## src/rtl/mac_pkg.sv

```systemverilog
// Shared definitions for the SRAM-fed int8 dot-product accumulator:
// FSM state encoding and lane/word geometry.
package mac_pkg;

    localparam int LANE_W     = 8;
    localparam int LANES      = 4;
    localparam int WORD_BYTES = 4;

    typedef enum logic [1:0] {
        IDLE = 2'd0,
        RD_A = 2'd1,
        RD_B = 2'd2,
        DONE = 2'd3
    } state_t;

endpackage

```

## src/rtl/mac_dot4.sv

```systemverilog
// Combinational four-lane signed int8 dot product of two 32-bit words.
// Each lane product is sign-extended to 32 bits before summing.
module mac_dot4
    import mac_pkg::*;
(
    input  logic        [31:0] i_a,
    input  logic        [31:0] i_b,
    output logic signed [31:0] o_sum
);

    logic signed [2*LANE_W-1:0] w_prod [LANES];

    genvar gi;
    generate
        for (gi = 0; gi < LANES; gi++) begin : g_lane
            logic signed [2*LANE_W-1:0] w_a_ext;
            logic signed [2*LANE_W-1:0] w_b_ext;
            // Widen both operands first so -128 * -128 cannot overflow the product.
            assign w_a_ext = {{LANE_W{i_a[gi*LANE_W+LANE_W-1]}}, i_a[gi*LANE_W +: LANE_W]};
            assign w_b_ext = {{LANE_W{i_b[gi*LANE_W+LANE_W-1]}}, i_b[gi*LANE_W +: LANE_W]};
            assign w_prod[gi] = w_a_ext * w_b_ext;
        end
    endgenerate

    // Sum the sign-extended lane products.
    always_comb begin
        o_sum = '0;
        for (int i = 0; i < LANES; i++) begin
            o_sum = o_sum + {{(32-2*LANE_W){w_prod[i][2*LANE_W-1]}}, w_prod[i]};
        end
    end

endmodule

```

## src/rtl/mac_dot_unit.sv

```systemverilog
// Dot-product engine: reads word pairs from vectors A and B through a single
// SRAM read port (A word, then B word) and accumulates the int8 dot product.
// Optional macro MAC_DOT_SAT_EN: saturate the accumulator to the signed
// 32-bit range instead of wrapping.
module mac_dot_unit
    import mac_pkg::*;
#(
    parameter int AWIDTH = 32,
    parameter int LWIDTH = 16
) (
    input  logic              clk,
    input  logic              rst_n,
    input  logic              start,
    input  logic              acc_keep,
    input  logic [AWIDTH-1:0] base_a,
    input  logic [AWIDTH-1:0] base_b,
    input  logic [LWIDTH-1:0] len,
    output logic [AWIDTH-1:0] mac_addr,
    output logic              mac_en,
    output logic [3:0]        mac_mask,
    input  logic [31:0]       mac_rdata,
    output logic              busy,
    output logic              done,
    output logic [31:0]       result
);

    state_t            r_state;
    logic [AWIDTH-1:0] r_ptr_a;
    logic [AWIDTH-1:0] r_ptr_b;
    logic [LWIDTH-1:0] r_cnt;
    logic [31:0]       r_acc;
    logic [31:0]       r_a;
    logic [31:0]       r_result;

    logic signed [31:0] w_dot;
    logic [31:0]        w_acc_next;

    mac_dot4 u_dot4 (
        .i_a   (r_a),
        .i_b   (mac_rdata),
        .o_sum (w_dot)
    );

`ifdef MAC_DOT_SAT_EN
    logic [33:0] w_sum34;
    // Add at 34 bits; bits [33:31] disagree exactly when the 32-bit result overflows.
    always_comb begin
        w_sum34 = {{2{r_acc[31]}}, r_acc} + {{2{w_dot[31]}}, w_dot};
        if (w_sum34[33:31] == 3'b000 || w_sum34[33:31] == 3'b111) begin
            w_acc_next = w_sum34[31:0];
        end else if (w_sum34[33]) begin
            w_acc_next = 32'h8000_0000;
        end else begin
            w_acc_next = 32'h7FFF_FFFF;
        end
    end
`else
    // Plain modulo-2^32 accumulation.
    always_comb begin
        w_acc_next = r_acc + w_dot;
    end
`endif

    // SRAM port and status decode straight from the registered state, so an
    // asynchronous reset drops them in the same instant.
    always_comb begin
        mac_en   = (r_state == RD_A) || (r_state == RD_B);
        mac_mask = {4{mac_en}};
        busy     = mac_en;
        done     = (r_state == DONE);
        result   = r_result;
        mac_addr = '0;
        if (r_state == RD_A) begin
            mac_addr = r_ptr_a;
        end else if (r_state == RD_B) begin
            mac_addr = r_ptr_b;
        end
    end

    // Command FSM: accept in IDLE, alternate A/B reads, publish on DONE.
    always_ff @(posedge clk or negedge rst_n) begin
        if (!rst_n) begin
            r_state  <= IDLE;
            r_ptr_a  <= '0;
            r_ptr_b  <= '0;
            r_cnt    <= '0;
            r_acc    <= '0;
            r_a      <= '0;
            r_result <= '0;
        end else begin
            case (r_state)
                IDLE: begin
                    if (start) begin
                        r_ptr_a <= base_a;
                        r_ptr_b <= base_b;
                        r_cnt   <= len;
                        if (!acc_keep) begin
                            r_acc <= '0;
                        end
                        if (len == '0) begin
                            r_result <= acc_keep ? r_acc : 32'd0;
                            r_state  <= DONE;
                        end else begin
                            r_state  <= RD_A;
                        end
                    end
                end
                RD_A: begin
                    r_a     <= mac_rdata;
                    r_ptr_a <= r_ptr_a + AWIDTH'(WORD_BYTES);
                    r_state <= RD_B;
                end
                RD_B: begin
                    r_acc   <= w_acc_next;
                    r_ptr_b <= r_ptr_b + AWIDTH'(WORD_BYTES);
                    r_cnt   <= r_cnt - LWIDTH'(1);
                    if (r_cnt == LWIDTH'(1)) begin
                        r_result <= w_acc_next;
                        r_state  <= DONE;
                    end else begin
                        r_state  <= RD_A;
                    end
                end
                default: begin
                    r_state <= IDLE;
                end
            endcase
        end
    end

endmodule

```

## config.mk

```make
export PLATFORM = sky130hd
export DESIGN_NAME = mac_dot_unit
export DESIGN_NICKNAME = d
export VERILOG_FILES = /design/src/rtl/mac_pkg.sv /design/src/rtl/mac_dot4.sv /design/src/rtl/mac_dot_unit.sv
export SDC_FILE = /design/constraint.sdc
export NUM_CORES = 1
export LEC_CHECK = 0
export CELL_PAD_IN_SITES_DETAIL_PLACEMENT = 2
export CELL_PAD_IN_SITES_GLOBAL_PLACEMENT = 2
export CORE_UTILIZATION = 38
export DETAILED_ROUTE_END_ITERATION = 12
export HOLD_SLACK_MARGIN = 0.08
export MAX_ROUTING_LAYER = met4
export PLACE_DENSITY = 0.85
export SLEW_MARGIN = 5
export SYNTH_ARGS = -nofsm -noshare
export SYNTH_HDL_FRONTEND = slang
export SYNTH_SLANG_ARGS = --single-unit
```

## constraint.sdc

```tcl
create_clock -name clk -period 10.3 [get_ports clk]
set_input_delay 1.03 -clock clk [delete_from_list [all_inputs] [get_ports clk]]
set_output_delay 1.03 -clock clk [all_outputs]
set_load 0.1 [all_outputs]
```

==> results of run 1 <==
==> stage by stage <==
stage               util [%]  hold WS [ps]
finish                  44.4           494
CTS                     44.3           502
global route            44.4           524
global placement        43.3           461
detailed placement      43.3           484
floorplan                  -           451
==> registers in the layout, summed over array words and instances (netlist names) <==
name,flops
r_ptr_b,32
r_cnt,16
r_state,2
r_acc,32
r_ptr_a,32
result,32
r_a,32
==> layout by cell type (no fill, tap or decap), types with 7 or more instances in the layout <==
master	count
fa_1	315
xnor2_1	55
nand2_1	267
a22o_1	10
clkbuf_16	17
o21ai_0	127
nand2b_1	31
nor3_1	19
dfrtp_1	178
o22ai_1	49
nor2_1	98
and2_1	152
a21o_1	25
a21oi_1	154
and3_1	27
mux2i_1	23
nand4_1	11
inv_1	427
o21bai_1	14
xor2_1	21
nand3_1	50
ha_1	148
o31ai_1	7
a31oi_1	14
buf_4	50
o21a_1	7
clkdlybuf4s50_1	182
o21ai_1	25
a22oi_1	20
mux2_2	32
==> area by class of cell <==
cell class                 instances  area, um^2
clock buffer                      20         457
antenna                            1        2.50
inverter                         429        1610
fill                            6414       32800
sequential                       178        4450
clock inverter                    11         120
multi-input combinational       1817       16300
tap                              773         967
timing repair buffer             237        2270
==> routing by layer <==
metal	share of wire [%]	up-vias	global-route usage, %
met1	40	9988	33.3
li1	-	8467	-
met3	2.8	124	3.70
met5	0	-	-
met2	54	345	53.8
met4	3.1	0	10.1
==> cell families (layout without fill, tap and decap cells) <==
kind of cell,after synthesis,in the layout,synth area share [%]
XOR/XNOR,81,81,3.32
AND/OR/NAND/NOR,710,710,15.7
adder cells (fa/ha/maj),466,466,36.2
AO/OA/AOI/OAI,505,505,13.6
buffers and inverters,519,697,8.84
flip-flops,178,178,19.7
multiplexers,55,55,2.61
other,0,1,0
==> path summary, 6_finish.rpt <==
kind	start	endpoint	cells after the start
worst max register to register	r_a[7]$_DFFE_PN0P_	result[31]$_DFFE_PN0P_	33
worst min-delay path	result[5]$_DFFE_PN0P_	result[5]$_DFFE_PN0P_	2
max in group asynchronous	rst_n	r_ptr_b[1]$_DFFE_PN0P_	3
worst min register to register	result[5]$_DFFE_PN0P_	result[5]$_DFFE_PN0P_	2
worst max-delay path	mac_rdata[6]	result[31]$_DFFE_PN0P_	33
min in group asynchronous	rst_n	r_a[21]$_DFFE_PN0P_	1
==> worst max-delay path, delay by kind of cell <==
kind | cells | cell delay (ps)
fa+ha+maj | 10 | 4540
xor+xnor | 3 | 700
compound gates | 10 | 2120
buf+inv | 8 | 1300
simple gates | 2 | 670
==> summary.txt, run 1 <==
Finish
  • Non-Filler Instances: between 3000 and 4000
  • Final Net Count: between 3000 and 4000
  • Syn-to-layout area delta: 15.6%
  • Post-route cell area: about 26000 um^2
  • Fraction of layout cells with a size suffix above 1: roughly 6.3%

Clocking
  • Clk root buf: clkbuf_16
  • # clock sinks: ~180
  • H-tree depth: 4
  • Clock Pin Slew Worst Setup and Hold Paths: roughly 70 ps
  • Hold buffer count at cts: 0
  • Clock Path Buffers: 2
  • # resized after CTS: 0
  • TritonCTS buffer count: 17
  • Post-CTS Setup Repair Bufs: 0
  • TritonCTS clock tree: built
  • Clk_lat worst skew: 510 ps

Synth
  • Sequential fraction of the synthesis area: just under 20%
  • FF+latch count, synth: approximately 180
  • Predominant post-synthesis flop cell: dfrtp_1
  • Post-synth EDFFs: 0
  • Post-Syn Area: around 23000 um^2
  • Netlist cell types: 86
  • Ys Warns: 0
  • Biggest area consumer among synthesized cells: fa_1
  • Yosys top cell area share: approximately 28%
  • Post-synth ARST share: between 90% and 100%
  • Most common cell in the netlist: inv_1
  • Syn nets: 3096
  • Top cells by area, synth: fa_1 (28%), dfrtp_1 (20%), ha_1 (8.4%)
  • Mapped Cells: ~2500
  • Avg Cell Area, Syn: ~9 um^2
  • Post-synth top cells: inv_1 (427), fa_1 (315), nand2_1 (270)

Worst setup path
  • CP Capture Type: flop
  • WP data arrival: approximately 10000 ps
  • CP max FO: 11
  • Slowest stage cell, crit path: clkdlybuf4s50_1
  • CP required: between 10000 and 15000 ps
  • Startpoint Class: input pin
  • WS Path Type: in2reg
  • Crit path top cell by count: fa_1
  • FF-to-FF setup slack: 750 ps
  • Max incr delay on CP: 680 ps

Timing
  • Final setup TNS: 0 ps
  • Pins over their slew limit: 0
  • Headroom to the max-slew limit: about a fifth
  • Tmin final: around 10000 ps
  • Tightest Pin Transition: 1190 ps
  • Unrepaired setup endpoints after global routing: no
  • Worst Slack Setup Final: 287 ps
  • Final Cycle Share: between 90% and 100%
  • Final setup viols: 0
  • Final hold viol count: 0
  • Skew final: around 14 ps
  • Peak Freq: 0.0999 GHz

Die
  • Rows: 89
  • Die footprint: ~60000 um^2
  • # IOs: 187
  • Total core area: between 50000 and 60000 um^2
  • Starting Density: 38.4%
  • Die W: 246 um
  • Vert. Die Dim: roughly 250 um

Flow run
  • Max-Cap Viols: 0

Global route
  • GR Util All Layers: between 20% and 30%
  • Vias in the first global route: approximately 23000
  • First-pass GRT wire length: between 100000 and 150000 um
  • Largest net degree at the start of global routing: 96
  • GRT overflow: 0
  • Initial antenna violation count: 1

Routing
  • Post-Route WL: 84000 um
  • Post-DR vias/cell: between 5 and 6
  • First-pass iteration count of the detailed router: 7
  • Final ANT Viol Nets: 0
  • Iteration-0 DRC Markers: ~780
  • Drc violations: 0
  • Detailed-route via count: 18900
  • Wire per inst: 24.2 um

Status
  • Status: complete, no violations

Place
  • Dpl cells: between 3000 and 4000
  • Input/output buffers: approximately 190
  • Pre-CTS WS: -283 ps
  • Post-Place Cell Area: 25500 um^2
  • RePlAce Congestion: a little under 0.9
  • HPWL Detailed: 66500 um

Worst hold path
  • Worst hold-check path type: reg2reg
Power of run 1 is not shown: default switching activity piles up to over one toggle a cycle in this logic, so the estimate is an artifact.
==> inputs of run 2 (changes only) <==
==> constraint.sdc (replaced) <==
create_clock -name clk -period 9.4 [get_ports clk]
set_input_delay 0.94 -clock clk [delete_from_list [all_inputs] [get_ports clk]]
set_output_delay 0.94 -clock clk [all_outputs]
set_load 0.1 [all_outputs]
==> summary.txt, run 2 (synthesis results as in run 1) <==
Finish
  • Final Net Count: 3401 (+4.3%)
  • Post-route cell area: 27900 um^2 (+6.7%)
  • Most common cell after layout, fill and taps aside: inv_1
  • Non-Filler Instances: 3605 (+4.0%)
  • Area of the multi-input gates: 16900 um^2 (+3.7%)
  • Fillers: 6205 (-3.3%)
  • Most frequent cells in the layout: inv_1 (411), fa_1 (301), nand2_1 (263)
  • Syn-to-layout area delta: 23.3%
  • Fraction of layout cells with a size suffix above 1: 15.1% (+8.8 points)
  • Register area: 4460 um^2 (+0.11%)
  • # diodes: 0 (-1)

Place
  • Input/output buffers: 186 (unchanged)
  • Post-Place Cell Area: 26400 um^2 (+3.3%)
  • Dpl cells: 3547 (+3.3%)
  • HPWL Detailed: 69800 um (+5.0%)
  • RePlAce Congestion: 0.882 (+1.1%)

Timing
  • Unrepaired setup endpoints after global routing: yes
  • Hold Slack: 430 ps (-64.1 ps)
  • Final setup TNS: -5380 ps (-5380 ps)
  • Tmin final: 9960 ps
  • Pins over their slew limit: 0 (unchanged)
  • Tightest Pin Transition: 1180 ps (-7.27 ps)
  • Skew final: 22.4 ps (+8.13 ps)
  • Worst Slack Setup Final: -559 ps (-846 ps)
  • Peak Freq: 0.100 GHz
  • Final setup viols: 28 (+28)
  • Final hold viol count: 0 (unchanged)
  • Final Cycle Share: 106%
  • Headroom to the max-slew limit: 21.1% (+0.49 points)

Routing
  • Post-Route WL: 106000 um (+26%)
  • Final ANT Viol Nets: 0 (unchanged)
  • Wire per inst: 29.4 um (+21%)
  • First-pass iteration count of the detailed router: 5 (-2)
  • Detailed-route via count: 20900 (+11%)
  • Post-DR vias/cell: 5.81 (+6.3%)
  • Drc violations: 0 (unchanged)
  • Iteration-0 DRC Markers: 1248 (+61%)

Clocking
  • Clk root buf: clkbuf_16
  • Clk_lat worst skew: 530 ps (+20 ps)
  • # clock sinks: 178 (unchanged)
  • H-tree depth: 4 (unchanged)
  • Clock Path Buffers: 2 (unchanged)
  • TritonCTS buffer count: 17 (unchanged)
  • Clock Pin Slew Worst Setup and Hold Paths: 100 ps (+30 ps)
  • TritonCTS clock tree: built
  • Hold buffer count at cts: 0 (unchanged)

Worst setup path
  • Reg2Reg Capture Point: result[31]$_DFFE_PN0P_
  • WS Path Type: in2reg
  • Crit path max-delay family: adder cells
  • WP data arrival: 10360 ps (-20 ps)
  • Slowest stage cell, crit path: fa_1
  • Startpoint Class: input pin
  • CP max FO: 6 (-5)
  • CP required: 9800 ps (-870 ps)
  • Crit path top cell by count: fa_1
  • Worst R2R Path Depth: 34 (+3.0%)
  • Critical R2R Launch: r_a[6]$_DFFE_PN0P_
  • CP bufs+invs: 9 (+1)
  • CP Capture Type: flop
  • FF-to-FF setup slack: -540 ps (-1290 ps)
  • Max incr delay on CP: 700 ps (+20 ps)

Global route
  • GR Util All Layers: 33.5% (+3.8 points)
  • Initial antenna violation count: 1 (unchanged)
  • Largest net degree at the start of global routing: 93 (-3.1%)
  • First-pass GRT wire length: 148000 um (+12%)
  • Vias in the first global route: 24100 (+7.2%)
  • GRT overflow: 0 (unchanged)

Status
  • Status: finished with violations
  • Failing checks: setup timing

Flow run
  • Max-Cap Viols: 0 (unchanged)

Die
  • Starting Density: 38.4% (unchanged)
  • Total core area: 58900 um^2 (unchanged)
  • Rows: 89 (unchanged)
  • Die footprint: 60500 um^2 (unchanged)
  • Die W: 246 um (unchanged)
  • Vert. Die Dim: 246 um (unchanged)
  • # IOs: 187 (unchanged)

Worst hold path
  • Worst hold-check path type: in2async
run 2: per-layer routing:
| metal | wire length, um | track usage (%) | vias up |
|---|---|---|---|
| met5 | 0 | - | - |
| met4 | 6320 | 15.0 | 0 |
| met3 | 4320 | 4.39 | 328 |
| met2 | 55600 | 60.2 | 734 |
| met1 | 39600 | 36.6 | 11100 |
| li1 | - | - | 8767 |
run 2: layout make-up:
cell class	count	share of cell area, %
Sequential cell	178	16.0
Clock buffer	17	1.52
Clock inverter	15	0.780
Multi-Input combinational cell	1817	60.4
Tap cell	773	3.47
Timing Repair Buffer	376	12.0
Inverter	429	5.83
run 2: metrics by stage:
stage,util (%),setup WS [ps]
6_report,47.4,-559
5_1_grt,47.4,-665
4_1_cts,46.5,9.74
3_5_place_dp,44.8,-1280
3_3_place_gp,44.8,-718
2_1_floorplan,-,68.8
run 2: worst max path at each step:
| stage | cells past startpoint | startpoint | slack (ps) | endpoint |
|---|---|---|---|---|
| after floorplan | 32 | mac_rdata[10] | 70 | result[31]$_DFFE_PN0P_ |
| after global placement | 33 | mac_rdata[3] | -720 | result[31]$_DFFE_PN0P_ |
| after detailed placement | 34 | mac_rdata[3] | -1280 | result[31]$_DFFE_PN0P_ |
| after CTS | 36 | mac_rdata[1] | 10 | result[31]$_DFFE_PN0P_ |
| after global routing | 38 | mac_rdata[10] | -670 | result[31]$_DFFE_PN0P_ |
| final | 35 | mac_rdata[12] | -560 | result[31]$_DFFE_PN0P_ |
run 2: what timing repair did:
| action | CTS | global route |
|---|---|---|
| resized for setup | 138 | 94 |
| cloned | 1 | 0 |
| pin swaps | 40 | 58 |
| buffers inserted | 10 | 16 |
| setup endpoints to repair | 36 | 36 |
Power of run 2 is left out for the same reason.
==> inputs of run 3 (changes only) <==
--- a/config.mk
+++ b/config.mk
@@ -12,6 +12,7 @@
 export HOLD_SLACK_MARGIN = 0.08
 export MAX_ROUTING_LAYER = met4
 export PLACE_DENSITY = 0.85
+export SKIP_LAST_GASP = 1
 export SLEW_MARGIN = 5
 export SYNTH_ARGS = -nofsm -noshare
 export SYNTH_HDL_FRONTEND = slang
==> results of run 3 <==
Same layout as run 2: the final DEF is identical, and so are final timing and power.
Power of run 3 is left out for the same reason.
